==> src/rtl/status_uart_pkg.sv <==
// Shared types and ASCII constants for the status-report UART transmitter.
package status_uart_pkg;

  typedef enum logic [1:0] {
    IDLE  = 2'd0,
    START = 2'd1,
    DATA  = 2'd2,
    STOP  = 2'd3
  } state_t;

  localparam logic [7:0] CH_P    = 8'h50;
  localparam logic [7:0] CH_M    = 8'h4D;
  localparam logic [7:0] CH_CR   = 8'h0D;
  localparam logic [7:0] CH_LF   = 8'h0A;
  localparam logic [7:0] CH_QM   = 8'h3F;
  localparam logic [7:0] ASCII_0 = 8'h30;
  localparam logic [7:0] ASCII_A = 8'h41;

  localparam logic [2:0] LAST_BYTE = 3'd5;

  function automatic logic [7:0] hex_char(input logic [3:0] v);
    if (v < 4'd10) return ASCII_0 + {4'h0, v};
    else           return ASCII_A + {4'h0, v - 4'd10};
  endfunction

  function automatic logic [7:0] mode_char(input logic [1:0] m);
    if (m == 2'd3) return CH_QM;
    else           return ASCII_0 + {6'h00, m};
  endfunction

endpackage

==> src/rtl/status_uart_tx_if.sv <==
// Request/serial-line bundle between a status requester and status_uart_tx.
interface status_uart_tx_if;
  logic       send;
  logic [3:0] pos;
  logic [1:0] mode;
  logic       txd;
  logic       busy;
  logic       done;

  modport master (output send, pos, mode, input txd, busy, done);
  modport slave  (input send, pos, mode, output txd, busy, done);
endinterface

==> src/rtl/status_uart_tx_baud_tick.sv <==
// Bit-period strobe: tick on the last cycle of every DIV-cycle period while enabled.
module baud_tick #(
  parameter int unsigned DIV = 10
) (
  input  logic clk,
  input  logic reset_n,
  input  logic clear,
  input  logic en,
  output logic tick
);
  localparam int unsigned CW = (DIV > 1) ? $clog2(DIV) : 1;
  localparam logic [CW-1:0] LAST = CW'(DIV - 1);

  logic [CW-1:0] cnt;

  always_ff @(posedge clk or negedge reset_n) begin
    if (!reset_n)             cnt <= '0;
    else if (clear)           cnt <= '0;
    else if (en && tick)      cnt <= '0;
    else if (en)              cnt <= cnt + 1'b1;
  end

  assign tick = en && (cnt == LAST);
endmodule

==> src/rtl/status_uart_tx.sv <==
// Sends a 6-byte 8N1 status report "P<hex pos>M<mode>\r\n" on each accepted send.
module status_uart_tx
  import status_uart_pkg::*;
#(
  parameter int unsigned CLK_FREQ = 100_000_000,
  parameter int unsigned BAUD     = 9600
) (
  input  logic             clk,
  input  logic             reset_n,
  status_uart_tx_if.slave  bus
);
  localparam int unsigned DIV = CLK_FREQ / BAUD;

  state_t     state;
  logic [2:0] bit_idx;
  logic [2:0] byte_idx;
  logic [7:0] shreg;
  logic [7:0] cur_byte;
  logic [3:0] pos_q;
  logic [1:0] mode_q;
  logic       tick;
  logic       accept;

  assign accept = (state == IDLE) && bus.send;

  baud_tick #(.DIV(DIV)) u_baud (
    .clk     (clk),
    .reset_n (reset_n),
    .clear   (accept),
    .en      (bus.busy),
    .tick    (tick)
  );

  always_comb begin
    cur_byte = CH_LF;
    case (byte_idx)
      3'd0:    cur_byte = CH_P;
      3'd1:    cur_byte = hex_char(pos_q);
      3'd2:    cur_byte = CH_M;
      3'd3:    cur_byte = mode_char(mode_q);
      3'd4:    cur_byte = CH_CR;
      default: cur_byte = CH_LF;
    endcase
  end

  // shreg holds the not-yet-sent data bits, LSB next; ones fill in from the top.
  always_ff @(posedge clk or negedge reset_n) begin
    if (!reset_n) begin
      state    <= IDLE;
      bus.txd  <= 1'b1;
      bus.busy <= 1'b0;
      bus.done <= 1'b0;
      bit_idx  <= '0;
      byte_idx <= '0;
      shreg    <= '0;
      pos_q    <= '0;
      mode_q   <= '0;
    end else begin
      bus.done <= 1'b0;
      case (state)
        IDLE: begin
          if (accept) begin
            state    <= START;
            bus.txd  <= 1'b0;
            bus.busy <= 1'b1;
            pos_q    <= bus.pos;
            mode_q   <= bus.mode;
            byte_idx <= '0;
            bit_idx  <= '0;
          end
        end
        START: begin
          if (tick) begin
            state   <= DATA;
            shreg   <= {1'b1, cur_byte[7:1]};
            bus.txd <= cur_byte[0];
            bit_idx <= '0;
          end
        end
        DATA: begin
          if (tick) begin
            if (bit_idx == 3'd7) begin
              state   <= STOP;
              bus.txd <= 1'b1;
            end else begin
              bus.txd <= shreg[0];
              shreg   <= {1'b1, shreg[7:1]};
              bit_idx <= bit_idx + 3'd1;
            end
          end
        end
        STOP: begin
          if (tick) begin
            if (byte_idx < LAST_BYTE) begin
              state    <= START;
              bus.txd  <= 1'b0;
              byte_idx <= byte_idx + 3'd1;
            end else begin
              state    <= IDLE;
              bus.busy <= 1'b0;
              bus.done <= 1'b1;
              byte_idx <= '0;
            end
          end
        end
        default: state <= IDLE;
      endcase
    end
  end
endmodule

==> src/flat_wrapper.sv <==
// flat-port wrapper written by rule: the top's interface ports become plain ports
module status_uart_tx_flat import status_uart_pkg::*;
#(
  parameter int unsigned CLK_FREQ = 100_000_000,
  parameter int unsigned BAUD     = 9600
)
  (clk, reset_n, bus_send, bus_pos, bus_mode, bus_txd, bus_busy, bus_done);
  status_uart_tx_if bus_i ();
  input  logic clk;
  input  logic reset_n;
  input wire logic [$bits(bus_i.send)-1:0] bus_send;
  input wire logic [$bits(bus_i.pos)-1:0] bus_pos;
  input wire logic [$bits(bus_i.mode)-1:0] bus_mode;
  output wire logic [$bits(bus_i.txd)-1:0] bus_txd;
  output wire logic [$bits(bus_i.busy)-1:0] bus_busy;
  output wire logic [$bits(bus_i.done)-1:0] bus_done;
  assign bus_i.send = bus_send;
  assign bus_i.pos = bus_pos;
  assign bus_i.mode = bus_mode;
  assign bus_txd = bus_i.txd;
  assign bus_busy = bus_i.busy;
  assign bus_done = bus_i.done;
  status_uart_tx #(.CLK_FREQ(CLK_FREQ), .BAUD(BAUD)) u_core (.clk(clk), .reset_n(reset_n), .bus(bus_i));
endmodule
==> config.mk <==
export PLATFORM = sky130hd
export DESIGN_NAME = status_uart_tx_flat
export DESIGN_NICKNAME = d
export VERILOG_FILES = /design/src/rtl/status_uart_pkg.sv /design/src/rtl/status_uart_tx_if.sv /design/src/rtl/status_uart_tx_baud_tick.sv /design/src/rtl/status_uart_tx.sv /design/src/flat_wrapper.sv
export SDC_FILE = /design/constraint.sdc
export NUM_CORES = 1
export LEC_CHECK = 0
export ABC_AREA = 1
export BUFFER_PORTS_ARGS = -buffer_cell sky130_fd_sc_hd__buf_2
export CELL_PAD_IN_SITES_DETAIL_PLACEMENT = 0
export CELL_PAD_IN_SITES_GLOBAL_PLACEMENT = 1
export CORE_MARGIN = 2
export CORE_UTILIZATION = 40
export CTS_BUF_LIST = sky130_fd_sc_hd__clkbuf_4 sky130_fd_sc_hd__clkbuf_8 sky130_fd_sc_hd__clkbuf_16
export CTS_CLUSTER_DIAMETER = 40
export DETAILED_ROUTE_END_ITERATION = 16
export PLACE_DENSITY = 0.76
export SYNTH_ARGS = -nofsm -noshare
export SYNTH_HDL_FRONTEND = slang
export SYNTH_SLANG_ARGS = --single-unit
==> constraint.sdc <==
create_clock -name clk -period 2 [get_ports clk]
set_clock_uncertainty 0.1 [all_clocks]
set_input_delay 0.1 -clock clk [delete_from_list [all_inputs] [get_ports clk]]
set_output_delay 0.1 -clock clk [all_outputs]
set_load 0.01 [all_outputs]
==> flow_summary.toml <==
[floorplanning]
core_um2 = 5890
start_util = 0.412
rows = 28
ios = 12
dieHeight_um = 81.9
die_x_um = 81.9
dieArea_um2 = 6700

[sta]
grt_setup_unrepaired = "no"
period_share = 0.884
tns_ns = 0
fmax_mhz = 566
finalHoldViolations = 0
worst_pin_slew_ns = 0.510
period_minus_slack_ns = 1.77
slew_headroom = 0.660
setup_viol = 0
finalMaxSlewViolations = 0
worst_slack_ns = 0.232

[worst_setup_path]
startpoint_type = "flop"
end_kind = "flop"
cp_top_family = "simple AND/OR/NAND/NOR gates"
arrival_ns = 1.85
path_class = "reg2reg"
required_ns = 2.08
max_stage_delay_ns = 0.43
crit_slowest_cell = "dfrtp_1"
critPathBufInv = 2
crit_fanout = 7
crit_chain = "inv_1 > ha_2 > buf_4 > nor2_1 > nand2_1 > nor2_1 > nor2_1 > nand2_1 > nand2_1"

[routing]
drtIter0Drc = 115
wire_per_inst_um = 12.1
drc = 0
routed_wirelength_um = 5100
postRouteAntennaNets = 0
vias_per_cell = 4.80
dr.pass1.iters = 4
vias = 2015

[global_route]
grt_usage = 0.167
antenna_found_initial = 0
grt_pass1_vias = 1831
overflow = 0
grt_max_degree = 40
grt_first_pass_wirelength_um = 8520

[yosys]
syn-mean-instance-area_um2 = 7.65
syn_inst = 317
netlist_area_um2 = 2420
async_flop_share = 1.00
synthDistinctLibCells = 37
synth-seq-cells = 39
synth_flop_cell = "dfrtp_1"
syn-num-nets = 341
ys_warn_count = 0
synth_edf_count = 0
yosysSeqAreaShare = 0.403

[cts]
cts_num_sinks = 39
clock-root-buffer = "clkbuf_8"
cts_made_buffers = 5
cts_tree = "built"
clock_latency_ns = 0.29
cts_max_path_buffers = 2
h-tree-depth = 2
clk_pin_slew_ns = 0.08

[pwr]
powerDensity_nw_per_um2 = 1380
p_leak_nw = 1.41
ir_drop_v = 0.000529

[flow_run]
cap_violations = 0

[final_layout]
layout_common_cells = "88 x nand2_1, 38 x dfrtp_1, 37 x nor2_1"
syn_to_final_growth_pct = 14.4
final_common_cell = "nand2_1"
diodes = 0
fin_nets = 368
layout-drive-gt1-share = 0.142
final_util = 0.471
fill_cells = 591

[worst_hold_path]
hold_path_class = "in2reg"

[run_status]
status = "complete, no violations"

[place]
buffer_ports.inserted = 11
dp_slack_ns = 0.171
gp_congestion = 0.822
dpl.hpwl_um = 3840
flip-flops by register name, summed over array words and instances, names as in the netlist:
| register | cells |
|---|---|
| u_core.u_baud.cnt | 14 |
| u_core.shreg | 8 |
| u_core.pos_q | 4 |
| u_core.bit_idx | 3 |
| u_core.byte_idx | 3 |
| u_core.mode_q | 2 |
| u_core.state | 2 |
| u_core.bus.busy | 1 |
| u_core.bus.done | 1 |
| u_core.bus.txd | 1 |
cells by family after synthesis:
group	count (synthesis)	synth area share
AOI/OAI and AO/OA	43	0.106
xor gates and xnor gates	7	0.0253
adders and majority gates	15	0.0774
buffers and inverters	41	0.0681
DFF	39	0.403
muxes	3	0.0134
and+or+nand+nor	169	0.307
metal layers:
metal  vias to the layer above  track usage  part of all wire
met5                         -            0                 0
met4                         0       0.0450             0.012
met3                         6       0.0363             0.032
met2                        22        0.263              0.46
met1                       916        0.230              0.50
li1                       1071            -                 -
repair_timing:
item	4_1_cts	5_1_grt
endpoints found under the hold margin	44	0
gates resized for setup	0	4
setup buffers	0	0
endpoints found under the setup margin	0	5
hold buffers	7	0
metrics by stage:
step	total power [mW]	cell area [µm²]	hold slack [ns]	instances
floorplan	2.77	2420	-0.296	317
global placement	3.22	2590	0.101	405
detailed placement	3.23	2590	0.0964	405
CTS	3.87	2760	0.0902	420
global route	4.21	2770	0.0941	420
finish	3.84	2770	0.0777	420
worst min-delay path: cells and delay by family:
family | cells | cell delay, ns
AOI/OAI and AO/OA | 1 | 0.10
and+or+nand+nor | 2 | 0.12
buffers and inverters | 1 | 0.11
path summary, 6_finish.rpt:
| path | from | to | slack (ns) | cells after the start |
|---|---|---|---|---|
| worst max-delay path | u_core.state[0] | u_core.shreg[0] | 0.23 | 9 |
| worst min-delay path | bus_send | u_core.u_baud.cnt[1] | 0.08 | 4 |
| worst max register to register | u_core.state[0] | u_core.shreg[0] | 0.23 | 9 |
| max in group asynchronous | reset_n | u_core.bus.txd | 1.13 | 3 |
| min in group asynchronous | reset_n | u_core.mode_q[1] | 0.29 | 3 |
| worst min register to register | u_core.shreg[7] | u_core.shreg[7] | 0.37 | 1 |
Yosys cell counts (3+ instances only):
master / n / share of area
xnor2_1: 3 / 0.011
nand3_1: 22 / 0.045
o21ai_0: 13 / 0.027
or2_2: 3 / 0.0077
nor2_1: 37 / 0.057
nand2_1: 88 / 0.14
a211oi_1: 3 / 0.0093
nand2_2: 3 / 0.0077
dfrtp_1: 38 / 0.39
o21ai_2: 3 / 0.011
xor2_1: 4 / 0.014
a21oi_1: 17 / 0.035
nor3_1: 4 / 0.0083
inv_1: 36 / 0.056
ha_1: 15 / 0.077
area by class of cell:
type                    count  area (µm²)  share of cell area
clock buffers               8         104              0.0374
inverters                  38         143              0.0514
multi-input cells         237        1290               0.466
flip-flops and latches     39         977               0.352
well taps                  75        93.8              0.0338
repair buffers             23         163              0.0586
power breakdown:
| part | leakage, nW | internal (mW) | switching, mW |
|---|---|---|---|
| registers | 0.493 | 1.03 | 0.202 |
| clock network | 0.0549 | 0.329 | 0.283 |
| logic | 0.857 | 0.754 | 1.24 |
Note: power is estimated with default switching activity, not from simulation.
